**config.mk**
```make
export PLATFORM = sky130hd
export DESIGN_NAME = pipelined_cond_sum_adder
export DESIGN_NICKNAME = d
export VERILOG_FILES = /design/src/rtl/pipelined_cond_sum_adder.sv
export SDC_FILE = /design/constraint.sdc
export NUM_CORES = 1
export LEC_CHECK = 0
export CAP_MARGIN = 20
export CORE_UTILIZATION = 42
export CTS_CLUSTER_SIZE = 12
export DETAILED_ROUTE_END_ITERATION = 10
export PLACE_DENSITY = 0.62
export SYNTH_ARGS = -nofsm -noshare
export SYNTH_HDL_FRONTEND = slang
export SYNTH_SLANG_ARGS = --single-unit
```
**constraint.sdc**
```tcl
create_clock -name clk -period 3.2 [get_ports clk]
set_input_delay 0.32 -clock clk [delete_from_list [all_inputs] [get_ports clk]]
set_output_delay 0.32 -clock clk [all_outputs]
set_load 0.02 [all_outputs]
```
**src/rtl/pipelined_cond_sum_adder.sv**
```systemverilog
// rtl/pipelined_cond_sum_adder.sv - two-stage conditional-sum adder/subtractor with valid/ready flow control
module pipelined_cond_sum_adder #(
   parameter int N = 64,
   parameter int K = 8
) (
   input  logic         clk,
   input  logic         rst_n,
   input  logic         in_valid,
   output logic         in_ready,
   input  logic [N-1:0] a,
   input  logic [N-1:0] b,
   input  logic         cin,
   input  logic         sub,
   output logic         out_valid,
   input  logic         out_ready,
   output logic [N-1:0] y,
   output logic         cout,
   output logic         ovf
);

   localparam int C = N / K;

   logic         adv1, adv2;
   logic         s1_valid, s2_valid;
   logic [N-1:0] b_eff;
   logic [N-1:0] pre_sum0, pre_sum1;
   logic [C-1:0] pre_cout0, pre_cout1;

   logic [N-1:0] s1_sum0, s1_sum1;
   logic [C-1:0] s1_cout0, s1_cout1;
   logic         s1_c0, s1_a_msb, s1_b_msb;

   logic [N-1:0] res;
   logic         res_carry, res_ovf;

   assign adv2      = !s2_valid || out_ready;
   assign adv1      = !s1_valid || adv2;
   assign in_ready  = adv1;
   assign out_valid = s2_valid;

   assign b_eff = sub ? ~b : b;

   // Each chunk is summed twice, once per possible carry-in, so stage 2 only has to select.
   for (genvar i = 0; i < C; i++) begin : g_chunk
      logic [K:0] t0, t1;
      assign t0 = {1'b0, a[i*K +: K]} + {1'b0, b_eff[i*K +: K]};
      assign t1 = t0 + {{K{1'b0}}, 1'b1};
      assign pre_sum0[i*K +: K] = t0[K-1:0];
      assign pre_sum1[i*K +: K] = t1[K-1:0];
      assign pre_cout0[i]       = t0[K];
      assign pre_cout1[i]       = t1[K];
   end

   always_comb begin
      res       = '0;
      res_carry = s1_c0;
      for (int i = 0; i < C; i++) begin
         if (res_carry) begin
            res[i*K +: K] = s1_sum1[i*K +: K];
            res_carry     = s1_cout1[i];
         end else begin
            res[i*K +: K] = s1_sum0[i*K +: K];
            res_carry     = s1_cout0[i];
         end
      end
      res_ovf = (s1_a_msb == s1_b_msb) && (res[N-1] != s1_a_msb);
   end

   always_ff @(posedge clk or negedge rst_n) begin
      if (!rst_n) begin
         s1_valid <= 1'b0;
         s2_valid <= 1'b0;
      end else begin
         if (adv1) s1_valid <= in_valid;
         if (adv2) s2_valid <= s1_valid;
      end
   end

   always_ff @(posedge clk or negedge rst_n) begin
      if (!rst_n) begin
         s1_sum0  <= '0;
         s1_sum1  <= '0;
         s1_cout0 <= '0;
         s1_cout1 <= '0;
         s1_c0    <= 1'b0;
         s1_a_msb <= 1'b0;
         s1_b_msb <= 1'b0;
      end else if (adv1 && in_valid) begin
         s1_sum0  <= pre_sum0;
         s1_sum1  <= pre_sum1;
         s1_cout0 <= pre_cout0;
         s1_cout1 <= pre_cout1;
         s1_c0    <= sub | cin;
         s1_a_msb <= a[N-1];
         s1_b_msb <= b_eff[N-1];
      end
   end

   // Result registers only move when a real beat advances, so y holds through stalls and bubbles.
   always_ff @(posedge clk or negedge rst_n) begin
      if (!rst_n) begin
         y    <= '0;
         cout <= 1'b0;
         ovf  <= 1'b0;
      end else if (adv2 && s1_valid) begin
         y    <= res;
         cout <= res_carry;
         ovf  <= res_ovf;
      end
   end

endmodule

```
==> Word-level counts from Yosys, hierarchy flattened <==
Cells that the tools add are included.
{ "classes": {"addsub": 16, "n_eq_ne": 2, "muxes": 17, "n_bitwise": 2, "reduce_logical": 7} }
{ "op_table": {"columns": ["op", "count"], "rows": [
  ["$add A8 B8 Y9", 8],
  ["$add A9 B1 Y9 const B", 8],
  ["$mux W64", 1],
  ["$mux W8", 8],
  ["$not A64 Y64", 1],
  ["$mux W1", 8],
  ["$logic_and A1 B1 Y1", 3],
  ["$logic_not A1 Y1", 2],
  ["$logic_or A1 B1 Y1", 2],
  ["$eq A1 B1 Y1", 1],
  ["$ne A1 B1 Y1", 1],
  ["$or A1 B1 Y1", 1]
]} }
{ "word_totals": {"reg_bits": 215, "in_bits": 134, "output_inout_bits": 68, "wordCells": 56} }

==> Longest topological paths before layout <==
Gate-level depths: netlist of run 1.
{ "depth": {"ltp_word": 10, "depth_mapped": 14, "depth_no_buf": 12} }

==> Worst setup path before layout of run 1 <==
Ideal clock, no wire load.
{ "synth_timing": {"kind": "input to register", "startpoint": "in sub", "endpoint": "reg s1_cout1[4]", "setup_ps": 133, "arrival_ps": 3486, "t_required_ps": 3067, "slack_ps": -419, "stages": 13, "n_path_buf": 2, "cell_sequence": "clkbuf_1 -> clkbuf_1 -> xor2_1 -> ha_1 -> inv_1 -> fa_1 -> o21ai_0 -> xnor2_1 -> or2_2 -> or4_1 -> a21oi_1 -> xor2_1 -> o21ai_0"} }
{ "synth_via": {"elab_chain_cells": 3} }
{ "synth_lines": {"columns": ["item", "line_no", "rtl"], "rows": [
  ["start, declared", "13", "input logic sub,"],
  ["$mux W64", "41", "assign b_eff = sub ? ~b : b;"],
  ["$add A8 B8 Y9", "46", "assign t0 = {1'b0, a[i*K +: K]} + {1'b0, b_eff[i*K +: K]};"],
  ["$add A9 B1 Y9", "47", "assign t1 = t0 + {{K{1'b0}}, 1'b1};"],
  ["end signal, assigned", "92", "s1_cout1 <= pre_cout1;"],
  ["end, declared", "30", "logic [C-1:0] s1_cout0, s1_cout1;"]
]} }
Every way passes these cells.
A chain may end at the register's enable or synchronous reset.

==> Worst setup path in the final report of run 1 <==
{ "layout_timing": {"startpoint": "reg s1_c0", "endpoint": "reg y[52]"} }
{ "layout_via": {"elab_chain_cells": 7} }
{ "layout_lines": {"columns": ["item", "line_no", "rtl"], "rows": [
  ["start, declared", "31", "logic s1_c0, s1_a_msb, s1_b_msb;"],
  ["start signal, assigned", "93", "s1_c0 <= sub | cin;"],
  ["$mux W1 (6 in a row)", "58", "if (res_carry) begin"],
  ["$mux W8", "58", null],
  ["end signal, assigned", "106", "y <= res;"],
  ["end, declared", "16", "output logic [N-1:0] y,"]
]} }
Every way passes these cells.

==> impl_metrics.csv, run 1 <==
group,metric,value,unit
clocking,cts_buffer_depth,3,
yosys,syn_inst,1370,
drt,dr.pass1.iters,4,
floorplanning,dieArea,0.0309,mm²
min_path,hp-class,"input port to async pin",
timing,tightest_slew,0.775,ns
placed_design,post-place-ws,-0.104,ns
timing,worst_hold_slack,0.426,ns
floorplanning,start_util,42.8,%
timing,hold_viol_final,0,
worst_setup_path,critical_path_required,3.58,ns
drt,antenna_left,0,
timing,finalCriticalPeriod,2.94,ns
layout,syn2layout_area_growth,28.1,%
floorplanning,num_rows,63,
placed_design,portBuffers,201,
timing,fin_worst_skew,0.0113,ns
floorplanning,design.core.area,0.0296,mm²
worst_setup_path,cp_data_arrival_time,3.32,ns
worst_setup_path,worstReg2RegEnd,"y[52]",
clocking,cts_resized,0,
grt,gr-total-overflow,0,
yosys,syn_area,0.0127,mm²
clocking,clk_pin_slew_worst_paths,0.06,ns
pwr,power_density,673,mW/mm²
worst_setup_path,critical_path.endpoint_type,"flop",
grt,grt_pass1_wl,47.8,mm
floorplanning,die_h,176,µm
worst_setup_path,crit_start,"s1_c0",
placed_design,dp_cells,1972,
yosys,synth_cell_type_count,59,
worst_setup_path,reg2reg_from,"s1_c0",
grt,antenna_found_initial,1,
pwr,ir_worst_vdd,0.307,mV
yosys,syn_nets,1594,
timing,setup_ws,0.261,ns
layout,final_cell_mix,"nand2_1 (337), dfrtp_1 (215), clkdlybuf4s50_1 (199), o21ai_0 (165), xor2_1 (105)",
layout,fin_util,54.8,%
clocking,clk_latency,0.51,ns
worst_setup_path,startpoint_type,"flop",
worst_setup_path,rr_worst_depth,8,
clocking,cts_tree,"done",
layout,mostFrequentLayoutCell,"nand2_1",
placed_design,dp_hpwl,21.5,mm
yosys,syn_avg_cell_area,9.25,µm²
clocking,post_cts_buffers,0,
yosys,synth-seq-area-share,42.5,%
timing,setup_viol_count_final,0,
worst_setup_path,reg2reg_slack,0.26,ns
clocking,clock-sinks,215,
floorplanning,die_w,176,µm
timing,maxSlewHeadroom,48.4,%
pwr,p_leak,7.63,nW
yosys,synth_ff_type,"dfrtp_1",
layout,nNetsFinal,1832,
clocking,htreeDepth,1,
run,maxCapViolCount,0,
drt,via_per_inst,4.89,
timing,fin_setup_tns,0,ns
yosys,async_flop_share,100,%
clocking,ctsHoldBuffers,1,
yosys,ys_ff_latch,215,
grt,grt_use_total,18.9,%
timing,fmax,0.340,GHz
run_status,status,"completed",
layout,layout-drive-gt1-share,7.66,%
drt,routed_wl,28.3,mm
placed_design,routabilityCongestion,0.829,
clocking,root_buffer,"clkbuf_16",
timing,fin_crit_sh,91.8,%
worst_setup_path,path_max_fanout,10,
clocking,cts_buffers,23,
grt,grt_pass1_vias,9761,
grt,grt_max_degree,99,
layout,stdcell_count,2008,
yosys,yosysWarnings,0,
timing,maxSlewViolCount,0,
drt,drt_iter0_markers,532,
yosys,synth_edf_count,0,
drt,wl_per_cell,14.1,µm
drt,drc,0,
floorplanning,ios,202,
worst_setup_path,path_class,"flop to flop",
timing,rsz0062_at_grt,"false",
layout,n_antenna_cell,0,
drt,vias,9815,
worst max-delay path by stage:
stage / depth (start not counted) / slack (ns) / to
finish: 8 / 0.26 / y[52]
global placement: 12 / -0.06 / s1_cout1[4]
detailed placement: 11 / -0.10 / s1_cout1[4]
CTS: 8 / 0.19 / y[52]
global route: 8 / 0.04 / y[52]
floorplan: 13 / 0.06 / s1_cout1[4]
routing by layer:
layer	vias to the layer above	track usage, %	routed length [µm]
li1	5095	-	-
met1	4528	26.0	13500
met2	161	31.7	13100
met3	29	2.79	1260
met4	2	3.88	454
met5	-	0	9
worst max-delay path, stage by stage (launching register included):
cell     delay, ns
dfrtp_1       0.40
mux2i_4       0.42
a21o_2        0.16
nand3_2       0.18
nor2_8        0.31
mux2i_1       0.41
mux2i_4       0.57
mux2i_1       0.28
o21ai_1       0.08
final cells by class:
type	count	area [µm²]
tap	390	488
clock inverter	5	56.3
inverter	33	124
clock buffer	30	632
fill	2768	13400
multi-input combinational	1064	6950
timing repair buffer	271	2610
sequential	215	5380
cell usage after synthesis (all sizes together) (7+ instances only):
cell    instances  area [µm²]
and2            7        43.8
and3           14        87.6
nor2b           9        56.3
nand3b          7        52.6
nor3           12        60.1
o21a           10        75.1
or3             7        43.8
o21bai          8        60.1
inv            33         124
o21ai         174         871
a21o           15         114
nand2         340        1280
xnor2          49         429
a21oi          34         170
xor2          105         920
clkbuf         49         184
ha             82        1030
nand3          22         115
fa              8         160
nor2           32         136
mux2i          69         719
dfrtp         215        5380
buf             9        53.8
sequential cells by signal, indices dropped and copies added, names as in the netlist:
register / cells
s1_sum0: 64
s1_sum1: 64
y: 64
s1_cout0: 8
s1_cout1: 8
cout: 1
out_valid: 1
ovf: 1
s1_a_msb: 1
s1_b_msb: 1
s1_c0: 1
s1_valid: 1
kinds of logic after synthesis:
kind of cell    after synthesis  share of synthesized area (%)
mux                          74                           6.12
buf+inv                      91                           2.85
xor+xnor                    154                           10.6
simple gates                477                           16.3
fa+ha+maj                    90                           9.36
compound gates              269                           12.2
flops                       215                           42.5
metrics by stage:
| stage | instance area, µm² | power (mW) |
|---|---|---|
| 2_1_floorplan | 12700 | 6.74 |
| 5_1_grt | 16200 | 11.7 |
| 3_3_place_gp | 15500 | 8.45 |
| 4_1_cts | 16200 | 11.1 |
| 6_report | 16200 | 10.9 |
| 3_5_place_dp | 15500 | 8.54 |
power by group:
group / total, mW / internal, mW / switching (mW) / leakage [nW]
Combinational: 4.35 / 2.10 / 2.26 / 4.65
Clock: 2.49 / 1.45 / 1.04 / 0.336
Sequential: 4.09 / 3.58 / 0.501 / 2.65
(Power assumes the default switching activity.)
==> run 2: changes to the inputs <==
==> constraint.sdc (replaced) <==
create_clock -name clk -period 2.8 [get_ports clk]
set_input_delay 0.28 -clock clk [delete_from_list [all_inputs] [get_ports clk]]
set_output_delay 0.28 -clock clk [all_outputs]
set_load 0.02 [all_outputs]
==> run 2 against run 1 <==
  * Core utilization increased by 2.5 points
  * Die area unchanged
  * Routed wire length increased by 2.6%
  * Combinational power increased by 23%
  * Register-to-register slack got worse by 0.15 ns
  * Count of clock-buffer cells in the layout increased by 3
  * Critical endpoint is now ovf
  * Largest power group unchanged
  * Highest routed layer unchanged
==> impl_metrics.csv, run 2 (same netlist as run 1, synthesis figures left out) <==
group,metric,value,unit
worst_setup_path,reg2reg_from,"s1_c0",
timing,maxSlewViolCount,0,
drt,antenna_left,0,
worst_setup_path,startpoint_type,"flop",
floorplanning,dieArea,0.0309,mm²
layout,stdcell_count,2086,
drt,dr.pass1.iters,6,
clocking,clock-sinks,215,
grt,grt_pass1_wl,48.9,mm
grt,grt_max_degree,87,
grt,grt_pass1_vias,9935,
timing,tightest_slew,0.708,ns
timing,maxSlewHeadroom,52.8,%
placed_design,dp_cells,2042,
floorplanning,num_rows,63,
timing,finalCriticalPeriod,2.69,ns
layout,layout-drive-gt1-share,12.8,%
drt,wl_per_cell,13.9,µm
layout,fin_area,0.0170,mm²
floorplanning,die_w,176,µm
worst_setup_path,rr_worst_depth,8,
grt,grt_use_total,19.4,%
timing,hold_viol_final,0,
timing,setup_viol_count_final,0,
layout,fin_util,57.3,%
drt,drt_iter0_markers,555,
worst_setup_path,reg2reg_slack,0.11,ns
floorplanning,design.core.area,0.0296,mm²
layout,mostFrequentLayoutCell,"nand2_1",
clocking,cts_buffer_depth,3,
clocking,clk_latency,0.51,ns
clocking,cts_tree,"done",
min_path,hp-class,"input port to async pin",
run,maxCapViolCount,0,
drt,drc,0,
pwr,power_density,776,mW/mm²
placed_design,placed_cell_area,0.0161,mm²
clocking,htreeDepth,1,
pwr,ir_worst_vdd,0.437,mV
layout,final_cell_mix,"nand2_1 (337), dfrtp_1 (215), clkdlybuf4s50_1 (199), o21ai_0 (164), buf_4 (134)",
timing,fin_setup_tns,0,ns
timing,rsz0062_at_grt,"false",
worst_setup_path,critical_path.endpoint_type,"flop",
worst_setup_path,critical_path_required,3.22,ns
floorplanning,ios,202,
drt,vias,10063,
pwr,p_total,13.2,mW
timing,fmax,0.372,GHz
run_status,status,"completed",
timing,fin_crit_sh,96.1,%
placed_design,dp_hpwl,21.9,mm
grt,antenna_found_initial,2,
clocking,clk_pin_slew_worst_paths,0.06,ns
pwr,p_leak,8.07,nW
placed_design,routabilityCongestion,0.830,
grt,gr-total-overflow,0,
layout,nNetsFinal,1904,
timing,fin_worst_skew,0.00750,ns
drt,via_per_inst,4.82,
layout,syn2layout_area_growth,34.0,%
drt,routed_wl,29.1,mm
worst_setup_path,worstReg2RegEnd,"ovf",
clocking,cts_buffers,24,
clocking,root_buffer,"clkbuf_16",
worst_setup_path,path_class,"flop to flop",
worst_setup_path,path_max_fanout,7,
floorplanning,die_h,176,µm
worst_setup_path,cp_data_arrival_time,3.11,ns
floorplanning,start_util,42.8,%
layout,largest_registers,"s1_sum0 (64), s1_sum1 (64), y (64)",
placed_design,portBuffers,201,
-- run 2: worst max-delay path, stage by stage, from the launching register on --
cell	delay, ns
dfrtp_1	0.40
mux2i_4	0.39
a21o_2	0.15
nand3_2	0.17
o221a_2	0.35
a311oi_4	0.46
a21boi_2	0.10
or4b_1	0.48
o211ai_1	0.11
-- run 2: worst max-delay path by stage --
stage,cells past startpoint,endpoint,slack [ns],from
6_report,8,ovf,0.11,s1_c0
5_1_grt,8,ovf,0.003,s1_c0
4_1_cts,9,y[51],0.02,s1_c0
3_5_place_dp,12,s1_sum1[39],-0.41,b[33]
3_3_place_gp,11,s1_cout1[4],-0.38,b[33]
2_1_floorplan,11,s1_cout1[4],-0.03,sub
-- run 2: area by class of cell --
type / count / area [µm²]
Fill cell: 2702 / 12700
Tap cell: 390 / 488
Clock inverter: 7 / 85.1
Timing Repair Buffer: 342 / 3160
Antenna cell: 2 / 5.00
Clock buffer: 33 / 716
Inverter: 33 / 124
Sequential cell: 215 / 5380
Multi-Input combinational cell: 1064 / 7020
-- run 2: repair_timing --
action,CTS,global route
gates resized for setup,0,6
endpoints found under the hold margin,81,0
endpoints found under the setup margin,0,13
hold buffers,1,0
setup buffers,0,1
-- run 2: per-layer routing --
metal	GRT usage (%)	wire length (µm)
met1	26.1	13500
met2	33.1	13900
met3	2.49	1180
met4	4.13	486
met5	0	13
-- run 2: stage by stage --
step	setup slack, ns	hold WS [ns]
floorplan	-0.0338	-0.0156
global placement	-0.381	0.322
detailed placement	-0.411	0.329
CTS	0.0200	0.382
global route	0.00346	0.405
finish	0.110	0.354
-- run 2: power breakdown --
part / switching, mW / total, mW / internal [mW]
Combinational: 2.69 / 5.35 / 2.66
Sequential: 0.566 / 4.66 / 4.10
Clock: 1.22 / 3.17 / 1.95
Total: 4.47 / 13.2 / 8.71
==> run 3: changes to the inputs <==
--- a/config.mk
+++ b/config.mk
@@ -9,6 +9,7 @@
 export CORE_UTILIZATION = 42
 export CTS_CLUSTER_SIZE = 12
 export DETAILED_ROUTE_END_ITERATION = 10
+export GPL_TIMING_DRIVEN = 0
 export PLACE_DENSITY = 0.62
 export SYNTH_ARGS = -nofsm -noshare
 export SYNTH_HDL_FRONTEND = slang
==> run 3 against run 2 <==
  * The run now ends with negative setup slack left
  * Via count rose by 2.8%
  * Cell count fell by 3.5%
  * Critical path depth rose by 3
  * Register-to-register slack got worse by 0.13 ns
  * Sequential share of layout area rose by 1.3 points
  * Critical path type unchanged
  * Flip-flop and latch count did not move
  * Setup slack got worse by 0.13 ns
  * Design area fell by 3.8%
  * Maximum frequency fell by 4.6%
  * Core utilization fell by 2.2 points
  * Routed wire length rose by 20%
==> impl_metrics.csv, run 3 (same netlist as run 1, synthesis figures left out) <==
group,metric,value,unit
grt,antenna_found_initial,1,
floorplanning,die_h,176,µm
floorplanning,dieArea,0.0309,mm²
drt,vias,10345,
floorplanning,num_rows,63,
run,maxCapViolCount,0,
drt,wl_met3,1.58,mm
worst_setup_path,cp_common_cell,"buf_6",
drt,wl_met1,15.9,mm
run_status,status,"finished, violations left",
layout,largest_registers,"s1_sum0 (64), s1_sum1 (64), y (64)",
timing,maxSlewHeadroom,42.7,%
placed_design,placed_cell_area,0.0153,mm²
worst_setup_path,path_class,"flop to flop",
run_status,violations,"negative setup slack",
layout,nNetsFinal,1832,
worst_setup_path,worstReg2RegEnd,"ovf",
worst_setup_path,critical_path_required,3.23,ns
worst_setup_path,crit_end,"ovf",
worst_setup_path,slowest_delay,0.51,ns
layout,final_cell_mix,"nand2_1 (339), dfrtp_1 (215), clkdlybuf4s50_1 (198), o21ai_0 (163), xor2_1 (99)",
drt,drt_iter0_markers,580,
worst_setup_path,startpoint_type,"flop",
worst_setup_path,cp_data_arrival_time,3.25,ns
worst_setup_path,path_max_fanout,10,
layout,syn2layout_area_growth,28.9,%
grt,grt_max_degree,116,
clocking,clk_latency,0.51,ns
timing,fmax,0.355,GHz
timing,fin_worst_skew,0.00956,ns
clocking,root_buffer,"clkbuf_16",
drt,wl_per_cell,17.3,µm
grt,grt_pass1_wl,54.0,mm
clocking,clock-sinks,215,
worst_setup_path,cp_slowest_cell,"or4b_4",
placed_design,dp_hpwl,25.7,mm
timing,fin_crit_sh,101,%
timing,tightest_slew,0.860,ns
drt,via_per_inst,5.14,
worst_setup_path,crit_start,"s1_c0",
grt,grt_use_total,22.5,%
layout,n_antenna_cell,0,
pwr,power_density,786,mW/mm²
timing,worst_hold_slack,0.294,ns
drt,dr.pass1.iters,5,
timing,setup_viol_count_final,1,
pwr,p_leak,7.56,nW
worst_setup_path,critical_path.endpoint_type,"flop",
drt,antenna_left,0,
drt,wl_met2,16.8,mm
timing,maxSlewViolCount,0,
pwr,ir_worst_vdd,0.426,mV
drt,drc,0,
layout,mostFrequentLayoutCell,"nand2_1",
placed_design,routabilityCongestion,0.849,
drt,routed_wl,34.9,mm
floorplanning,design.core.area,0.0296,mm²
worst_setup_path,rr_worst_depth,11,
clocking,cts_tree,"done",
clocking,clk_pin_slew_worst_paths,0.06,ns
layout,fin_util,55.1,%
layout,fin_area,0.0163,mm²
floorplanning,die_w,176,µm
clocking,htreeDepth,1,
grt,grt_pass1_vias,9944,
worst_setup_path,reg2reg_slack,-0.02,ns
timing,finalCriticalPeriod,2.82,ns
floorplanning,ios,202,
floorplanning,start_util,42.8,%
min_path,hp-class,"input port to flop",
grt,gr-total-overflow,0,
layout,layout-drive-gt1-share,6.96,%
timing,hold_viol_final,0,
drt,dr.max_layer_used,"met5",
layout,stdcell_count,2013,
timing,setup_ws,-0.0198,ns
worst_setup_path,reg2reg_from,"s1_c0",
clocking,cts_buffers,24,
worst_setup_path,crit_chain,"buf_6 -> mux2i_4 -> or4b_4 -> o211ai_4 -> nor2_8 -> buf_4 -> a311oi_4 -> buf_6 -> a21boi_2 -> or4b_1 -> o211ai_1",
timing,rsz0062_at_grt,"true",
placed_design,dp_cells,1961,
clocking,cts_buffer_depth,3,
placed_design,portBuffers,200,
==> run 3: changes by cell type in the layout (fill, tap and decap cells not counted), moves of 4 or more <==
cell | before | now
buf_12 | 7 | 2
buf_4 | 134 | 9
buf_6 | 0 | 4
clkbuf_1 | 2 | 44
clkbuf_2 | 0 | 8
clkinv_2 | 5 | 0
xor2_1 | 104 | 99
xor2_2 | 1 | 6
==> run 3: area by class of cell <==
cell class | instances | area (µm²)
buffer | 58 | 310
fill | 2792 | 13300
tap | 390 | 488
timing repair buffer | 212 | 2150
sequential | 215 | 5380
clock buffer | 38 | 734
clock inverter | 3 | 23.8
multi-input combinational | 1064 | 7120
inverter | 33 | 124
==> run 3: report_power, final <==
part	leakage [nW]	switching, mW	internal, mW
logic	4.55	2.75	2.37
clock network	0.364	1.24	1.79
registers	2.65	0.599	4.10
==> run 3: worst max-delay path: cells and delay by family (launching register included) <==
kind,cells,cell delay (ns)
simple gates,3,1.04
compound gates,4,0.62
buf+inv,3,0.49
flops,1,0.37
mux,1,0.22
==> run 3: routing by layer <==
layer	global-route usage, %	vias to the layer above
li1	-	5103
met1	30.8	4964
met4	5.00	2
met3	2.84	46
met5	0	-
met2	37.9	230
==> run 3: worst min path at each step <==
stage                  endpoint  slack (ns)   startpoint  depth (start not counted)
CTS                    s1_b_msb        0.26          sub                          4
detailed placement        y[50]        0.37        rst_n                          1
floorplan                  cout       -0.02        rst_n                          0
global placement    s1_sum1[42]        0.46  s1_sum1[42]                          2
finish                    s1_c0        0.29          sub                          3
global route           s1_b_msb        0.29          sub                          4
==> run 3: stage by stage <==
stage          setup TNS (ns)  setup slack, ns  total power [mW]
6_report              -0.0198          -0.0198              12.8
5_1_grt                -0.320           -0.125              13.7
4_1_cts               -0.0322          -0.0322              12.8
3_5_place_dp           -53.45           -0.580              9.69
3_3_place_gp         -1692.86            -7.69              9.59
2_1_floorplan         -0.0431          -0.0338              7.74
==> run 3: what timing repair did <==
action	4_1_cts	5_1_grt
gates cloned	0	0
hold endpoints to repair	100	0
pin swaps	1	7
buffers inserted	4	6
gates resized for setup	10	36
hold buffers	1	0
endpoints found under the setup margin	31	60
